--- config.mk ---
export PLATFORM = sky130hd
export DESIGN_NAME = glyph_row_packer
export DESIGN_NICKNAME = d
export VERILOG_FILES = /design/src/rtl/glyph_row_packer_pkg.sv /design/src/rtl/glyph_row_packer_bit_shifter.sv /design/src/rtl/glyph_row_packer.sv
export SDC_FILE = /design/constraint.sdc
export NUM_CORES = 1
export LEC_CHECK = 0
export BUFFER_PORTS_ARGS = -buffer_cell sky130_fd_sc_hd__clkbuf_2
export CORE_MARGIN = 2
export CORE_UTILIZATION = 52
export DETAILED_ROUTE_END_ITERATION = 8
export PLACE_DENSITY_LB_ADDON = 0.15
export SETUP_SLACK_MARGIN = 0.1
export SLEW_MARGIN = 5
export SYNTH_ARGS = -nofsm -noshare
export SYNTH_HDL_FRONTEND = slang
export SYNTH_SLANG_ARGS = --single-unit
--- constraint.sdc ---
create_clock -name clk -period 2.35 [get_ports clk]
set_clock_uncertainty 0.1 [all_clocks]
set_input_delay 0.235 -clock clk [delete_from_list [all_inputs] [get_ports clk]]
set_output_delay 0.235 -clock clk [all_outputs]
set_load 0.005 [all_outputs]
--- src/rtl/glyph_row_packer_pkg.sv ---
// Shared video definitions for the glyph import path: FSM states,
// glyph geometry and the RGB444 colour width used by the renderer.
package glyph_row_packer_pkg;

    localparam int GLYPH_W = 8;
    localparam int GLYPH_H = 8;
    localparam int COLOR_W = 12;
    localparam int BIT_CNT_W = 3;

    typedef enum logic [1:0] {
        ST_IDLE    = 2'd0,
        ST_COLLECT = 2'd1,
        ST_WRITE   = 2'd2,
        ST_DONE    = 2'd3
    } packer_state_e;

endpackage

--- src/rtl/glyph_row_packer_bit_shifter.sv ---
// Accumulates one glyph row: MSB-first shift register, pixel counter and
// a byte-complete strobe that fires on the eighth enabled shift.
module glyph_bit_shifter
    import glyph_row_packer_pkg::*;
(
    input  logic               clk,
    input  logic               rst_n,
    input  logic               clr_i,
    input  logic               en_i,
    input  logic               bit_i,
    output logic [GLYPH_W-1:0] byte_o,
    output logic               complete_o
);

    logic [GLYPH_W-1:0]   shift_q;
    logic [BIT_CNT_W-1:0] bit_q;
    logic                 last_bit;

    assign last_bit   = (bit_q == BIT_CNT_W'(GLYPH_W - 1));
    assign byte_o     = {shift_q[GLYPH_W-2:0], bit_i};
    assign complete_o = en_i && last_bit;

    always_ff @(posedge clk or negedge rst_n) begin
        if (!rst_n) begin
            shift_q <= '0;
            bit_q   <= '0;
        end else if (clr_i) begin
            shift_q <= '0;
            bit_q   <= '0;
        end else if (en_i) begin
            shift_q <= byte_o;
            bit_q   <= last_bit ? '0 : bit_q + BIT_CNT_W'(1);
        end
    end

endmodule

--- src/rtl/glyph_row_packer.sv ---
// Packs an 8x8 cell of RGB444 pixels into eight glyph rows by matching each
// pixel against a latched foreground key, then writes them to font RAM.
module glyph_row_packer
    import glyph_row_packer_pkg::*;
#(
    parameter int CODE_W = 8,
    parameter int ROWS   = GLYPH_H
) (
    input  logic                clk,
    input  logic                rst_n,
    input  logic                start,
    input  logic [CODE_W-1:0]   char_code,
    input  logic [COLOR_W-1:0]  fcol,
    input  logic                abort,
    input  logic                pix_valid,
    input  logic [COLOR_W-1:0]  pix_color,
    output logic                pix_ready,
    output logic                wr_en,
    output logic [CODE_W+2:0]   wr_addr,
    output logic [GLYPH_W-1:0]  wr_data,
    input  logic                wr_ready,
    output logic                busy,
    output logic                done
);

    packer_state_e      state_q, state_d;
    logic [CODE_W-1:0]  code_q, code_d;
    logic [COLOR_W-1:0] fcol_q, fcol_d;
    logic [2:0]         row_q, row_d;
    logic [CODE_W+2:0]  addr_q, addr_d;
    logic [GLYPH_W-1:0] data_q, data_d;

    logic               sh_clr;
    logic               sh_en;
    logic               sh_complete;
    logic [GLYPH_W-1:0] sh_byte;

    assign pix_ready = (state_q == ST_COLLECT);
    assign wr_en     = (state_q == ST_WRITE);
    assign busy      = (state_q != ST_IDLE);
    assign done      = (state_q == ST_DONE);
    assign wr_addr   = addr_q;
    assign wr_data   = data_q;

    // Abort blocks the shift so a cancelled row never reaches the write port.
    assign sh_en = pix_valid && pix_ready && !abort;

    glyph_bit_shifter u_shifter (
        .clk        (clk),
        .rst_n      (rst_n),
        .clr_i      (sh_clr),
        .en_i       (sh_en),
        .bit_i      (pix_color == fcol_q),
        .byte_o     (sh_byte),
        .complete_o (sh_complete)
    );

    always_comb begin
        state_d = state_q;
        code_d  = code_q;
        fcol_d  = fcol_q;
        row_d   = row_q;
        addr_d  = addr_q;
        data_d  = data_q;
        sh_clr  = 1'b0;

        unique case (state_q)
            ST_IDLE: begin
                if (start && !abort) begin
                    code_d  = char_code;
                    fcol_d  = fcol;
                    row_d   = '0;
                    sh_clr  = 1'b1;
                    state_d = ST_COLLECT;
                end
            end
            ST_COLLECT: begin
                if (abort) begin
                    state_d = ST_IDLE;
                end else if (sh_complete) begin
                    data_d  = sh_byte;
                    addr_d  = {code_q, row_q};
                    state_d = ST_WRITE;
                end
            end
            ST_WRITE: begin
                if (abort) begin
                    state_d = ST_IDLE;
                end else if (wr_ready) begin
                    if (row_q == 3'(ROWS - 1)) begin
                        state_d = ST_DONE;
                    end else begin
                        row_d   = row_q + 3'd1;
                        sh_clr  = 1'b1;
                        state_d = ST_COLLECT;
                    end
                end
            end
            ST_DONE: begin
                state_d = ST_IDLE;
            end
            default: state_d = ST_IDLE;
        endcase
    end

    always_ff @(posedge clk or negedge rst_n) begin
        if (!rst_n) begin
            state_q <= ST_IDLE;
            code_q  <= '0;
            fcol_q  <= '0;
            row_q   <= '0;
            addr_q  <= '0;
            data_q  <= '0;
        end else begin
            state_q <= state_d;
            code_q  <= code_d;
            fcol_q  <= fcol_d;
            row_q   <= row_d;
            addr_q  <= addr_d;
            data_q  <= data_d;
        end
    end

endmodule

==> out/qor.txt <==
Pwr per Cell Area: 637 nW/um^2
Synth Area in Simple Gates: 6.58%
F_max: 0.520 GHz
CTS tree: yes
Die width: 70.3 um
CTS buffer count: 5
# DRC: 0
XOR/XNOR Fraction of Synth Area: 4.60%
Status: finished, final reports clean
DR WL/cell: 15.0 um
Final hold violation count: 0
CP arrival: 2.01 ns
H-tree depth: 2
DR vias/cell: 5.27
Avg Cell Area, Syn: 14.5 um^2
Mapped Area: 2280 um^2
First-pass GRT wire length: 6980 um
Peak VDD IR: 424 uV
Ant. Diodes: 0
Total gr overflow: 0
Area Overhead vs Synth: 20.5%
Fin cells: 277
Critical Path Source Type: flip-flop
Critical path required time: 2.44 ns
Reg clk slew, reported paths: 0.10 ns
Placer Congestion: 0.780
Net Count, Synth: 199
Final Cycle Share: 81.9%
Final Max Tran Viols: 0
Effective utilization at floorplan: 53.2%
Via count: 1459
Maximum fanout along the worst path: 6
Syn Inst Count: 157
Worst Setup Path Type: flip-flop to flip-flop
Site row count: 24
Final WL: 4160 um
Core area: 4290 um^2
Count of cell types in the netlist: 28
Compound-Gate Fraction of Synth Area: 6.14%
Number of global-route vias before repair: 1591
Top Ports: 61
Initial DRC count: 98
Max-cap violations: 0
# port buffers: 60
Drt pass-1 iters: 4
DRT antenna net count: 0
Minimum clock period: 1.92 ns
Largest net degree at the start of global routing: 55
Maximum root-to-sink buffer count: 2
TNS Setup: 0 ns
Initial antenna violation count: 0
Hold Path Class: input port to flip-flop
Final setup vio count: 0
Share of layout cells above drive strength 1: 45.3%
Die ar.: 4940 um^2
Total track usage: 17.9%
Largest family of logic cells by synthesized area: multiplexers
Sequential area share after synthesis: 59.2%
Worst-Skew Late Latency: 0.30 ns
Placed instance area: 2660 um^2
CTS resizes: 0
Relative slew slack: 55.6%
Synthesis Warnings: 0
CTS Root Cell: clkbuf_8
Nets: 267
HPWL Detailed: 3040 um
Pleak: 1.43 nW
Seq cells post-synth: 54
Worst-margin pin slew: 0.665 ns
DIE HEIGHT: 70.3 um
Cell area after layout: 2750 um^2
Crit. End Element: flip-flop
Multiplexer area fraction after synthesis: 19.2%
Clk sink count: 54
RSZ-0062 raised after global routing: false
Area share of fa/ha/maj cells after synthesis: 2.19%
Dpl cells: 269
## registers in the layout (all words and copies together) (netlist names)
name / flops
fcol_q: 12
wr_addr: 11
code_q: 8
wr_data: 8
u_shifter.shift_q: 7
row_q: 3
u_shifter.bit_q: 3
state_q: 2
## cell families after synthesis
family | count (synthesis)
flip-flops | 54
XOR/XNOR | 12
buffers and inverters | 7
multiplexers | 39
AND/OR/NAND/NOR | 24
adder cells (fa/ha/maj) | 4
AO/OA/AOI/OAI | 17
## synth_stat cells
master / number / area share [%]
a21oi_1: 1 / 0.22
nor4_1: 2 / 0.55
a22oi_1: 1 / 0.33
nand2_1: 7 / 1.2
nand2b_1: 2 / 0.55
nor2b_2: 1 / 0.38
or2_2: 1 / 0.27
a22o_1: 8 / 3.1
nor3b_1: 1 / 0.33
a211oi_4: 1 / 0.88
nand4_1: 1 / 0.27
xnor2_1: 4 / 1.5
buf_2: 2 / 0.44
xor2_1: 8 / 3.1
and4bb_1: 1 / 0.55
o31ai_1: 3 / 0.99
and2_1: 2 / 0.55
inv_1: 2 / 0.33
nor2_1: 4 / 0.66
o21ai_0: 3 / 0.66
mux2_2: 26 / 13
dfrtp_1: 54 / 59
buf_4: 1 / 0.33
mux2_1: 13 / 6.4
buf_6: 2 / 0.99
nor2b_1: 1 / 0.27
nor4b_4: 1 / 1.0
ha_1: 4 / 2.2
## through the flow
step | utilization [%] | total power [W] | worst slack [ns] | hold slack (ns)
2_1_floorplan | - | 0.00119 | 0.472 | -0.161
3_3_place_gp | 61.9 | 0.00126 | 0.520 | 0.283
3_5_place_dp | 61.9 | 0.00128 | 0.431 | 0.296
4_1_cts | 64.1 | 0.00178 | 0.406 | 0.0485
5_1_grt | 64.1 | 0.00183 | 0.304 | 0.0499
6_report | 64.1 | 0.00175 | 0.426 | 0.0538
## layout by cell type, fill, tap and decap left out, drive strengths merged
cell,n
nand4,1
o21ai,3
nor3b,1
dfrtp,54
a211oi,1
a22o,8
clkinvlp,2
nor4b,1
nand2,7
and2,2
xnor2,4
buf,5
o31ai,3
inv,2
clkbuf,65
xor2,8
ha,4
mux2,39
dlygate4sd3,1
nor2,4
and4bb,1
a21oi,1
nor2b,2
nand2b,2
or2,1
a22oi,1
nor4,2
## final timing paths
path | slack (ns) | start | cells after the start | to
setup / recovery | 0.43 | row_q[0] | 7 | row_q[0]
hold / removal | 0.05 | fcol[0] | 2 | fcol_q[0]
setup reg to reg | 0.43 | row_q[0] | 7 | row_q[0]
hold reg to reg | 0.40 | wr_addr[8] | 1 | wr_addr[8]
max in group asynchronous | 1.22 | rst_n | 3 | fcol_q[3]
min in group asynchronous | 0.48 | rst_n | 3 | wr_data[4]
## power by group
group | leakage [nW] | internal, W | switching, W
clock network | 0.0362 | 0.000204 | 0.000291
registers | 0.708 | 0.00100 | 0.0000477
logic | 0.681 | 0.000122 | 0.0000881
total | 1.43 | 0.00133 | 0.000427
## area by class of cell
| type | count | area [um^2] |
|---|---|---|
| Fill cell | 332 | 1540 |
| Sequential cell | 54 | 1350 |
| Multi-Input combinational cell | 96 | 885 |
| Timing Repair Buffer | 66 | 360 |
| Clock buffer | 5 | 68.8 |
| Tap cell | 52 | 65.1 |
| Clock inverter | 2 | 15.0 |
| Inverter | 2 | 7.51 |
## critical path, cell delays in order, from the launching register on
cell,delay [ns]
dfrtp_1,0.42
ha_1,0.22
ha_1,0.19
nor3b_1,0.22
buf_4,0.16
and2_1,0.20
nor2_1,0.05
mux2_2,0.27
## repair_timing
item                                   4_1_cts  5_1_grt
hold buffers                                 1        0
endpoints found under the hold margin       54        0
setup buffers                                0        0
## metal layers
metal  global-route usage, %  share of wire [%]  vias up
li1                        -                  -      689
met1                    21.5                 43      720
met2                    30.7                 50       43
met3                    5.63                6.0        7
met4                    5.77                1.3        0
met5                       0                  0        -
Note: power is estimated with default switching activity, not from simulation.
